**config.mk**
```make
export PLATFORM = sky130hd
export DESIGN_NAME = mul4_tournament_ctrl
export DESIGN_NICKNAME = d
export VERILOG_FILES = /design/src/rtl/mul4_tournament_pkg.sv /design/src/rtl/mul4_popcount64.sv /design/src/rtl/mul4_tournament_ctrl.sv
export SDC_FILE = /design/constraint.sdc
export NUM_CORES = 1
export LEC_CHECK = 0
export CORE_UTILIZATION = 56
export CTS_BUF_LIST = sky130_fd_sc_hd__clkbuf_2 sky130_fd_sc_hd__clkbuf_4 sky130_fd_sc_hd__clkbuf_8
export CTS_CLUSTER_SIZE = 24
export DETAILED_ROUTE_END_ITERATION = 7
export GPL_TIMING_DRIVEN = 0
export PLACE_DENSITY = 0.95
export SLEW_MARGIN = 10
export SYNTH_ARGS = -nofsm -noshare
export SYNTH_HDL_FRONTEND = slang
export SYNTH_HIERARCHICAL = 1
export SYNTH_SLANG_ARGS = --single-unit
```
**constraint.sdc**
```tcl
create_clock -name clk -period 11.4 [get_ports clk]
set_input_delay 2.28 -clock clk [delete_from_list [all_inputs] [get_ports clk]]
set_output_delay 2.28 -clock clk [all_outputs]
set_load 0.03 [all_outputs]
```
**src/rtl/mul4_tournament_pkg.sv**
```systemverilog
// Shared constants and types for the mul4 candidate tournament.
// Test vector, golden products, FSM states, score width.
package mul4_tournament_pkg;

  localparam logic [15:0] VEC_A1 = 16'hFF00;
  localparam logic [15:0] VEC_A0 = 16'hF0F0;
  localparam logic [15:0] VEC_B1 = 16'hCCCC;
  localparam logic [15:0] VEC_B0 = 16'hAAAA;

  localparam logic [15:0] GOLD_3 = 16'h8000;
  localparam logic [15:0] GOLD_2 = 16'h4C00;
  localparam logic [15:0] GOLD_1 = 16'h6AC0;
  localparam logic [15:0] GOLD_0 = 16'hA0A0;

  localparam int SCORE_W = 7;

  typedef enum logic [2:0] {
    IDLE,
    SEL,
    WAIT,
    SCORE,
    DONE
  } state_t;

endpackage

```
**src/rtl/mul4_popcount64.sv**
```systemverilog
// Combinational count of set bits across four 16-bit match words.
// Result range is 0..64.
module mul4_popcount64
  import mul4_tournament_pkg::*;
(
  input  logic [15:0]        m3,
  input  logic [15:0]        m2,
  input  logic [15:0]        m1,
  input  logic [15:0]        m0,
  output logic [SCORE_W-1:0] cnt
);

  logic [63:0] all;

  assign all = {m3, m2, m1, m0};

  always_comb begin
    cnt = '0;
    for (int i = 0; i < 64; i++) begin
      cnt = cnt + SCORE_W'(all[i]);
    end
  end

endmodule

```
**src/rtl/mul4_tournament_ctrl.sv**
```systemverilog
// Sweeps candidates through cand_sel, scores each against the
// golden 2x2 multiplier, and keeps the best index and score.
module mul4_tournament_ctrl
  import mul4_tournament_pkg::*;
#(
  parameter int NUM_CAND   = 8,
  parameter int SETTLE     = 2,
  parameter bit EARLY_EXIT = 1'b1,
  localparam int IW = (NUM_CAND > 1) ? $clog2(NUM_CAND) : 1
) (
  input  logic               clk,
  input  logic               rst_n,
  input  logic               start,
  input  logic               abort,
  output logic [15:0]        a1,
  output logic [15:0]        a0,
  output logic [15:0]        b1,
  output logic [15:0]        b0,
  output logic [IW-1:0]      cand_sel,
  input  logic [15:0]        y3,
  input  logic [15:0]        y2,
  input  logic [15:0]        y1,
  input  logic [15:0]        y0,
  output logic               busy,
  output logic               done,
  output logic [IW-1:0]      best_idx,
  output logic [SCORE_W-1:0] best_score
);

  state_t              state;
  state_t              nxt;
  logic [IW-1:0]       idx;
  logic [3:0]          cnt;
  logic [15:0]         c3, c2, c1, c0;
  logic [SCORE_W-1:0]  score;
  logic                last;
  logic                perfect;

  assign a1 = VEC_A1;
  assign a0 = VEC_A0;
  assign b1 = VEC_B1;
  assign b0 = VEC_B0;

  assign cand_sel = idx;
  assign busy     = (state != IDLE);
  assign last     = (idx == IW'(NUM_CAND - 1));
  assign perfect  = (score == SCORE_W'(64));

  mul4_popcount64 u_pop (
    .m3  (~(c3 ^ GOLD_3)),
    .m2  (~(c2 ^ GOLD_2)),
    .m1  (~(c1 ^ GOLD_1)),
    .m0  (~(c0 ^ GOLD_0)),
    .cnt (score)
  );

  always_comb begin
    nxt = state;
    if (abort) begin
      nxt = IDLE;
    end else begin
      unique case (state)
        IDLE:  if (start) nxt = SEL;
        SEL:   nxt = WAIT;
        WAIT:  if (cnt == 4'd0) nxt = SCORE;
        SCORE: begin
          if (last || (EARLY_EXIT && perfect))
            nxt = DONE;
          else
            nxt = SEL;
        end
        DONE:  nxt = IDLE;
        default: nxt = IDLE;
      endcase
    end
  end

  always_ff @(posedge clk or negedge rst_n) begin
    if (!rst_n) begin
      state      <= IDLE;
      idx        <= '0;
      cnt        <= '0;
      c3         <= '0;
      c2         <= '0;
      c1         <= '0;
      c0         <= '0;
      best_idx   <= '0;
      best_score <= '0;
      done       <= 1'b0;
    end else begin
      state <= nxt;
      done  <= (state == DONE) && !abort;
      if (!abort) begin
        unique case (state)
          IDLE: begin
            if (start) begin
              idx        <= '0;
              best_idx   <= '0;
              best_score <= '0;
            end
          end
          SEL: cnt <= 4'(SETTLE - 1);
          WAIT: begin
            if (cnt == 4'd0) begin
              c3 <= y3;
              c2 <= y2;
              c1 <= y1;
              c0 <= y0;
            end else begin
              cnt <= cnt - 4'd1;
            end
          end
          SCORE: begin
            // candidate 0 always loads; ties keep the lower index
            if (idx == '0 || score > best_score) begin
              best_score <= score;
              best_idx   <= idx;
            end
            if (nxt == SEL) idx <= idx + 1'b1;
          end
          default: ;
        endcase
      end
    end
  end

endmodule

```
==> results of run 1 <==
## cell usage in the layout, fill, tap and decap left out, types with 2 or more instances in the layout
cell type,Yosys,layout
inv_1,162,162
dfrtp_1,85,85
clkdlybuf4s50_1,0,81
buf_4,64,65
conb_1,2,64
nand2_1,54,54
o21ai_1,54,54
fa_1,54,54
ha_1,27,27
mux2_1,14,14
buf_2,11,11
a21oi_1,10,10
nor2_1,10,10
a22o_1,9,9
clkbuf_8,0,9
clkbuf_1,6,6
nor3_1,5,5
o21ai_0,4,4
a21o_1,4,4
nor4_1,3,3
mux2i_1,3,3
xnor2_1,3,3
nand3b_1,3,3
nand3_1,2,2
inv_6,0,2
a211oi_1,2,2
## flip-flops by register name (all words and copies together) (netlist names)
signal      count
best_idx        3
state           3
cnt             4
c1             16
done            1
best_score      7
c2             16
c0             16
cand_sel        3
c3             16
## per-layer routing
layer  GRT usage  share of wire  up-vias  routed length [um]
li1            -              -     2063                   -
met2       0.441           0.50      208                6750
met1       0.317           0.39     2104                5250
met5           0              0        -                   0
met3      0.0421          0.056       74                 757
met4       0.144          0.051        0                 683
## per-stage QoR
step                cells  cell area, um2
global route          915            7460
finish                915            7460
floorplan             680            6240
detailed placement    899            7250
CTS                   915            7460
global placement      898            7230
## area by class of cell
cell class / count / area (um2) / share of cell area
multi-input cells: 352 / 2940 / 0.395
flip-flops and latches: 85 / 2130 / 0.285
repair buffers: 83 / 846 / 0.113
inverters: 162 / 608 / 0.0815
plain buffers: 81 / 558 / 0.0748
well taps: 136 / 170 / 0.0228
clock buffers: 9 / 124 / 0.0166
clock inverters: 7 / 80.1 / 0.0107
## logic make-up after synthesis
| family | Yosys count | synth area share |
|---|---|---|
| AO/OA/AOI/OAI | 97 | 0.105 |
| XOR/XNOR | 4 | 0.00584 |
| adder cells (fa/ha/maj) | 81 | 0.236 |
| buffers and inverters | 243 | 0.194 |
| flip-flops | 85 | 0.354 |
| multiplexers | 18 | 0.0338 |
| other | 2 | 0.00125 |
| AND/OR/NAND/NOR | 88 | 0.0694 |
## worst reg2reg max path, delay by kind of cell (launching register included)
family	cells	cell delay, ns
DFF	1	0.37
and+or+nand+nor	2	0.34
AOI/OAI and AO/OA	6	1.62
buffers and inverters	6	0.58
adders and majority gates	11	5.34
## path summary, 6_finish.rpt
check / start / endpoint / slack (ns) / depth (start not counted)
hold / removal: c1[6] / c1[6] / 0.50 / 1
max in group asynchronous: rst_n / c1[1] / 8.93 / 2
setup reg to reg: c0[0] / best_score[4] / 3.03 / 25
hold reg to reg: c1[6] / c1[6] / 0.50 / 1
setup / recovery: c0[0] / best_score[4] / 3.03 / 25
min in group asynchronous: rst_n / c2[9] / 1.87 / 1
==> run summary, run 1 <==
Die X - 106 um
Port Buffers - 82
Post-CTS Setup Bufs - 0
DR vias - 4449
Area leader, netlist - dfrtp_1
Final Util - 0.719
# DRC - 0
Post-Syn Area - 6000 um2
Clock Skews - 0.0191 ns
Synthesized flop and latch total - 85
Initial core utilization - 0.579
Final hold vios - 0
Post-synthesis instance total - 618
Vias per inst - 4.86
Number of DRC markers after the initial detailed-route iteration - 336
Post-route ant nets - 0
Synth Flop Type - dfrtp_1
Row count - 37
Element type at the critical path start - flip-flop
Critical path class - reg -> reg
Most frequent cell after synthesis - inv_1
Post-synth ARST share - 1.00
Most used cell, CP - fa_1
Post-synth EDFFs - 0
WP data arrival - 8.61 ns
CTS sink count - 85
Synth top area cells - dfrtp_1 (35%), fa_1 (18%), inv_1 (10%)
Max Buffers Root-to-Sink - 2
Top cell type's share of synthesized area - 0.354
CTS H-tree lvls - 3
Die area - 11100 um2
Synth cell count leaders - inv_1 (162), dfrtp_1 (85), buf_4 (64)
Worst-path clk slew - 0.10 ns
Hold WC Path Type - reg -> reg
Max-capacitance violation count - 0
Synth unique cells - 50
Slowest stage cell, crit path - fa_1
First-pass iteration count of the detailed router - 5
Clk_lat worst skew - 0.37 ns
Core Box Area - 10400 um2
GRT Total Usage - 0.260
Yosys warns - 6
Setup TNS - 0 ns
Slack of the critical path - 3.03 ns
Worst-Margin Slew - 0.585 ns
Layout area overhead - 24.2%
Fillcell total - 671
CP bufs+invs - 6
RSZ-0062 raised after global routing - false
First-pass GRT wire length - 22.0 mm
Largest net degree at the start of global routing - 52
# hold bufs at CTS - 0
Data required, critical path - 11.64 ns
Top Family by Delay on Critical Path - adder cells
Fmax - 120 MHz
Initial antenna violation count - 0
Fin Hold WS - 0.496 ns
Final Max Slew Viols - 0
Syn_area_per_cell - 9.72 um2
CP endpoint kind - flip-flop
Dpl ws - 3.19 ns
Setup violators final - 0
Final period util - 0.734
Share of cells above drive strength 1 - 0.134
PostCTS Resize Cnt - 0
Remaining Overflow, GRT - 0
GP Congestion - 0.838
Wirelength per Cell - 14.7 um
Max stage delay on crit path - 0.56 ns
Outcome - complete, no violations
I/O Pins - 147
Total wire length - 13.4 mm
Slew margin rel. - 0.609
CTS Buf Count - 9
Sequential share of the synthesized area - 0.354
Chip height - 106 um
Vias in the first global route - 4596
Nets - 923
Period minus WS final - 8.37 ns
CTS tree - yes
Antenna fix cells - 0
Clock Tree Root - clkbuf_8
Post-DP HPWL - 10.4 mm
CP Max Fanout - 10
Power of run 1 is not shown: default switching activity piles up to over one toggle a cycle in this logic, so the estimate is an artifact.
==> inputs of run 2 (changes only) <==
--- a/config.mk
+++ b/config.mk
@@ -5,12 +5,12 @@
 export SDC_FILE = /design/constraint.sdc
 export NUM_CORES = 1
 export LEC_CHECK = 0
-export CORE_UTILIZATION = 56
+export CORE_UTILIZATION = 52
 export CTS_BUF_LIST = sky130_fd_sc_hd__clkbuf_2 sky130_fd_sc_hd__clkbuf_4 sky130_fd_sc_hd__clkbuf_8
 export CTS_CLUSTER_SIZE = 24
 export DETAILED_ROUTE_END_ITERATION = 7
 export GPL_TIMING_DRIVEN = 0
-export PLACE_DENSITY = 0.95
+export PLACE_DENSITY = 0.9
 export SLEW_MARGIN = 10
 export SYNTH_ARGS = -nofsm -noshare
 export SYNTH_HDL_FRONTEND = slang
==> constraint.sdc (replaced) <==
create_clock -name clk -period 8.5 [get_ports clk]
set_input_delay 1.7 -clock clk [delete_from_list [all_inputs] [get_ports clk]]
set_output_delay 1.7 -clock clk [all_outputs]
set_load 0.03 [all_outputs]
==> run 2 against run 1 <==
Effect of this change: core utilization shrank 4.3 points; global-route usage shrank 2.5 points; final cell count grew 0.33%; critical path depth fell by 1; clock skew is 0.012 ns lower; non-clock buffer count fell by 1; count of clock-buffer cells in the layout unchanged; critical path type unchanged; critical endpoint is now best_score[1]; highest routed layer unchanged.
==> run summary, run 2 (same netlist as run 1, synthesis figures left out) <==
CP Max Fanout - 10 (unchanged)
Setup TNS - 0 ns (unchanged)
Final Util - 0.676 (-0.0427)
Cell Count Post-Placement - 903 (+0.44%)
CTS tree - yes
Initial antenna violation count - 0 (unchanged)
Critical Path Stages - 24 (-4.0%)
Wirelength per Cell - 14.2 um (-3.6%)
Post-DP HPWL - 10.2 mm (-1.7%)
Commonest non-fill, non-tap cells in the layout - inv_1 (162), dfrtp_1 (85), clkdlybuf4s50_1 (81), buf_4 (65), conb_1 (64)
Post-route ant nets - 0 (unchanged)
Initial core utilization - 0.544 (-0.0347)
Vias in the first global route - 4356 (-5.2%)
First-pass GRT wire length - 20.9 mm (-5.4%)
Vias per inst - 4.74 (-2.4%)
CTS H-tree lvls - 3 (unchanged)
Largest net degree at the start of global routing - 48 (-7.7%)
Period minus WS final - 8.10 ns (-0.269 ns)
Share of cells above drive strength 1 - 0.135 (+0.00146)
Nets - 922 (-0.11%)
CTS sink count - 85 (unchanged)
Hold WC Path Type - reg -> reg
Worst-path clk slew - 0.09 ns (about the same)
Chip height - 109 um (+3.7%)
Max stage delay on crit path - 0.56 ns (about the same)
Max Buffers Root-to-Sink - 2 (unchanged)
DR vias - 4355 (-2.1%)
GP Congestion - 0.842 (+0.48%)
Max-capacitance violation count - 0 (unchanged)
R2R depth - 24 (-4.0%)
Clk_lat worst skew - 0.38 ns (about the same)
Die area - 12000 um2 (+7.5%)
Most used cell, CP - fa_1
Layout area overhead - 24.3% (about the same)
Critical path class - reg -> reg
First-pass iteration count of the detailed router - 5 (unchanged)
WP data arrival - 8.36 ns (-0.25 ns)
Clock Skews - 0.00692 ns (-0.0122 ns)
Row count - 38 (+2.7%)
Outcome - complete, no violations
Top Family by Delay on Critical Path - adder cells
Commonest non-fill, non-tap cell in the layout - inv_1
CP endpoint kind - flip-flop
Final hold vios - 0 (unchanged)
Worst-path cell chain - inv_1, inv_1, fa_1, fa_1, fa_1, inv_1, fa_1, fa_1, fa_1, fa_1, inv_1, fa_1, fa_1, inv_1, fa_1, a21o_1, a21oi_1, xnor2_1, ha_1, nand4_1, nor2_1, o21bai_1, a311o_2, a22o_1
Antenna fix cells - 0 (unchanged)
Slack of the critical path - 0.403 ns (-2.63 ns)
Slew margin rel. - 0.608 (-0.00172)
Clock Tree Root - clkbuf_8
GRT Total Usage - 0.234 (-0.0252)
Worst-Margin Slew - 0.584 ns (-0.00102 ns)
Number of DRC markers after the initial detailed-route iteration - 284 (-15%)
Die X - 109 um (+3.7%)
Total wire length - 13.0 mm (-3.3%)
Core Box Area - 11000 um2 (+6.4%)
RSZ-0062 raised after global routing - false
Remaining Overflow, GRT - 0 (unchanged)
Finished Layout Cells - 918 (+0.33%)
Data required, critical path - 8.76 ns (-2.88 ns)
Final Max Slew Viols - 0 (unchanged)
Hold Path Depth - 1 (unchanged)
I/O Pins - 147 (unchanged)
Element type at the critical path start - flip-flop
Slowest stage cell, crit path - fa_1
Dpl ws - 0.341 ns (-2.85 ns)
CTS Buf Count - 9 (unchanged)
Setup violators final - 0 (unchanged)
Fmax - 123 MHz (+3.3%)
CP bufs+invs - 5 (-1)
Port Buffers - 82 (unchanged)
# DRC - 0 (unchanged)
Final period util - 0.953 (+0.219)
[run 2: cell count changes in the layout (fill, tap and decap cells not counted)]
cell        delta
inv_6          -1
a311o_2        +1
clkinvlp_4     +2
clkbuf_1       -1
clkinv_2       -1
a311o_1        -1
[run 2: worst paths after layout]
| check | start | to | slack (ns) |
|---|---|---|---|
| setup / recovery | c0[0] | best_score[1] | 0.40 |
| hold / removal | c1[7] | c1[7] | 0.49 |
| setup reg to reg | c0[0] | best_score[1] | 0.40 |
| hold reg to reg | c1[7] | c1[7] | 0.49 |
| max in group asynchronous | rst_n | best_score[4] | 6.61 |
| min in group asynchronous | rst_n | c1[3] | 1.29 |
[run 2: worst reg2reg max path, cell delays in order (launching register included)]
cell      delay [ns]
dfrtp_1         0.38
inv_1           0.07
inv_1           0.06
fa_1            0.56
fa_1            0.44
fa_1            0.40
inv_1           0.08
fa_1            0.45
fa_1            0.54
fa_1            0.52
fa_1            0.54
inv_1           0.05
fa_1            0.51
fa_1            0.56
inv_1           0.08
fa_1            0.50
a21o_1          0.24
a21oi_1         0.18
xnor2_1         0.31
ha_1            0.36
nand4_1         0.11
nor2_1          0.05
o21bai_1        0.21
a311o_2         0.50
a22o_1          0.28
[run 2: final cells by class]
| type | count | area, um2 |
|---|---|---|
| fillers | 800 | 3570 |
| multi-input cells | 352 | 2950 |
| flip-flops and latches | 85 | 2130 |
| repair buffers | 83 | 846 |
| inverters | 162 | 608 |
| plain buffers | 80 | 554 |
| well taps | 140 | 175 |
| clock buffers | 9 | 124 |
| clock inverters | 7 | 81.3 |
[run 2: stage by stage]
step                instance area, um2  hold slack (ns)
CTS                               7460            0.497
global placement                  7230            0.465
global route                      7460            0.525
detailed placement                7260            0.476
floorplan                         6240            0.458
finish                            7460            0.493
[run 2: what timing repair did]
action | CTS | global route
hold buffers | 0 | 0
setup buffers | 0 | 0
resized for setup | 0 | 1
endpoints found under the setup margin | 0 | 10
[run 2: routing by layer]
| metal | global-route usage | part of all wire | vias to the layer above |
|---|---|---|---|
| met5 | 0 | 0 | - |
| met4 | 0.0990 | 0.030 | 0 |
| met3 | 0.0462 | 0.054 | 33 |
| met2 | 0.393 | 0.51 | 159 |
| met1 | 0.298 | 0.41 | 2092 |
| li1 | - | - | 2071 |
Power of run 2 is left out for the same reason.
==> inputs of run 3 (changes only) <==
--- a/config.mk
+++ b/config.mk
@@ -5,13 +5,14 @@
 export SDC_FILE = /design/constraint.sdc
 export NUM_CORES = 1
 export LEC_CHECK = 0
-export CORE_UTILIZATION = 52
+export CORE_UTILIZATION = 60
 export CTS_BUF_LIST = sky130_fd_sc_hd__clkbuf_2 sky130_fd_sc_hd__clkbuf_4 sky130_fd_sc_hd__clkbuf_8
 export CTS_CLUSTER_SIZE = 24
 export DETAILED_ROUTE_END_ITERATION = 7
+export DONT_BUFFER_PORTS = 1
 export GPL_TIMING_DRIVEN = 0
-export PLACE_DENSITY = 0.9
-export SLEW_MARGIN = 10
+export PLACE_DENSITY = 0.83
+export SLEW_MARGIN = 40
 export SYNTH_ARGS = -nofsm -noshare
 export SYNTH_HDL_FRONTEND = slang
 export SYNTH_HIERARCHICAL = 1
==> run 3 against run 2 <==
Effect of this change: non-clock buffer count is 83 lower; fmax is 0.12% higher; count of clock-buffer cells in the layout is 4 higher; final area is 12% lower; sequential cell count stayed put; via count is 9.1% lower; critical path type unchanged; highest routed layer unchanged.
==> run summary, run 3 (same netlist as run 1, synthesis figures left out) <==
Largest net degree at the start of global routing - 86 (+79%)
Nets - 839 (-9.0%)
DR vias - 3960 (-9.1%)
Hold_sp - c1[14]
CP Max Fanout - 10 (unchanged)
Slowest stage cell, crit path - fa_1
Outcome - complete, no violations
Max Buffers Root-to-Sink - 2 (unchanged)
Slew margin rel. - 0.592 (-0.0152)
Max stage delay on crit path - 0.55 ns (about the same)
I/O Pins - 147 (unchanged)
Post-DP HPWL - 9.03 mm (-12%)
Worst-path clk slew - 0.08 ns (about the same)
Max-capacitance violation count - 0 (unchanged)
Die X - 102 um (-6.8%)
Hold WC Path Type - reg -> reg
Port Buffers - 0 (-100%)
Row count - 36 (-5.3%)
Clk_lat worst skew - 0.37 ns (about the same)
Number of DRC markers after the initial detailed-route iteration - 105 (-63%)
Vias in the first global route - 4009 (-8.0%)
Worst-path cell chain - inv_1, inv_1, fa_1, fa_1, fa_1, inv_1, fa_1, fa_1, fa_1, fa_1, inv_1, fa_1, fa_1, inv_1, ha_1, a211oi_1, or4b_1, o2111ai_1, ha_1, nand4_1, a21oi_1, o21bai_1, a311o_2, a22o_1
Final period util - 0.951 (-0.00114)
CTS H-tree lvls - 3 (unchanged)
# DRC - 0 (unchanged)
Final hold vios - 0 (unchanged)
Reg-to-reg endpoint - best_idx[0]
Initial antenna violation count - 1 (+1)
Initial core utilization - 0.617 (+0.0728)
CTS tree - yes
Remaining Overflow, GRT - 0 (unchanged)
Setup TNS - 0 ns (unchanged)
Chip height - 102 um (-6.8%)
Period minus WS final - 8.09 ns (-0.00970 ns)
Core Box Area - 9730 um2 (-12%)
R2R depth - 24 (unchanged)
Layout area overhead - 9.75%
GRT Total Usage - 0.239 (+0.00472)
Hold Path Depth - 1 (unchanged)
Commonest non-fill, non-tap cell in the layout - inv_1
Data required, critical path - 8.75 ns (about the same)
Wirelength per Cell - 13.7 um (-3.5%)
Clock Tree Root - clkbuf_8
First-pass iteration count of the detailed router - 4 (-1)
GP Congestion - 0.801 (-4.9%)
Post-route ant nets - 0 (unchanged)
First-pass GRT wire length - 18.6 mm (-11%)
CP endpoint kind - flip-flop
Element type at the critical path start - flip-flop
WP data arrival - 8.34 ns (-0.02 ns)
RSZ-0062 raised after global routing - false
Fmax - 124 MHz (+0.12%)
Critical path class - reg -> reg
Vias per inst - 4.78 (+0.69%)
Total wire length - 11.3 mm (-13%)
Final Max Slew Viols - 0 (unchanged)
Setup violators final - 0 (unchanged)
Most used cell, CP - fa_1
CTS Buf Count - 9 (unchanged)
# hold bufs at CTS - 0 (unchanged)
Commonest non-fill, non-tap cells in the layout - inv_1 (162), dfrtp_1 (85), buf_4 (64), conb_1 (64)
Worst-Margin Slew - 0.611 ns (+0.0270 ns)
Share of cells above drive strength 1 - 0.148 (+0.0132)
R2R Setup Slk - 0.41 ns (about the same)
Clock Skews - 0.00908 ns (+0.00216 ns)
R2r startpoint - c0[0]
Final Util - 0.677 (+0.000957)
CTS sink count - 85 (unchanged)
Die area - 10400 um2 (-13%)
WHS Endpoint - c1[14]
-- run 3: how the worst max path moves through the flow --
stage / startpoint / endpoint / slack, ns
after floorplan: c0[0] / best_score[5] / 0.92
after global placement: c0[0] / best_idx[1] / 0.47
after detailed placement: c0[0] / best_score[5] / 0.32
after CTS: c0[0] / best_idx[0] / 0.20
after global routing: c0[0] / best_score[5] / 0.04
final: c0[0] / best_idx[0] / 0.41
-- run 3: worst max-delay path: cells and delay by family, from the launching register on --
family / cells / cell delay [ns]
fa+ha+maj: 11 / 5.26
compound gates: 6 / 1.72
flops: 1 / 0.37
buf+inv: 5 / 0.33
simple gates: 2 / 0.30
-- run 3: area by class of cell --
| type | instances | area [um2] |
|---|---|---|
| Multi-Input combinational cell | 352 | 2950 |
| Buffer | 80 | 554 |
| Fill cell | 743 | 3140 |
| Antenna cell | 1 | 2.50 |
| Tap cell | 133 | 166 |
| Inverter | 162 | 608 |
| Clock inverter | 3 | 20.0 |
| Clock buffer | 13 | 166 |
| Sequential cell | 85 | 2130 |
-- run 3: per-layer routing --
layer,vias to the layer above,global-route usage,wire (um)
met2,124,0.379,5530
met5,-,0,0
met1,1913,0.302,4650
met4,0,0.124,271
li1,1904,-,-
met3,19,0.0663,876
-- run 3: through the flow --
stage                     setup WS (ns)  std cells  hold slack, ns  instance area, um2
after floorplan                   0.920        680           0.458                6240
after CTS                         0.204        829           0.495                6590
after detailed placement          0.316        813           0.476                6400
after global routing             0.0350        829           0.529                6590
final                             0.412        829           0.488                6590
after global placement            0.466        813           0.468                6400
-- run 3: what timing repair did --
item,in CTS,in global routing
setup buffers,0,0
setup endpoints to repair,0,10
gates resized for setup,0,1
Power of run 3 is left out for the same reason.
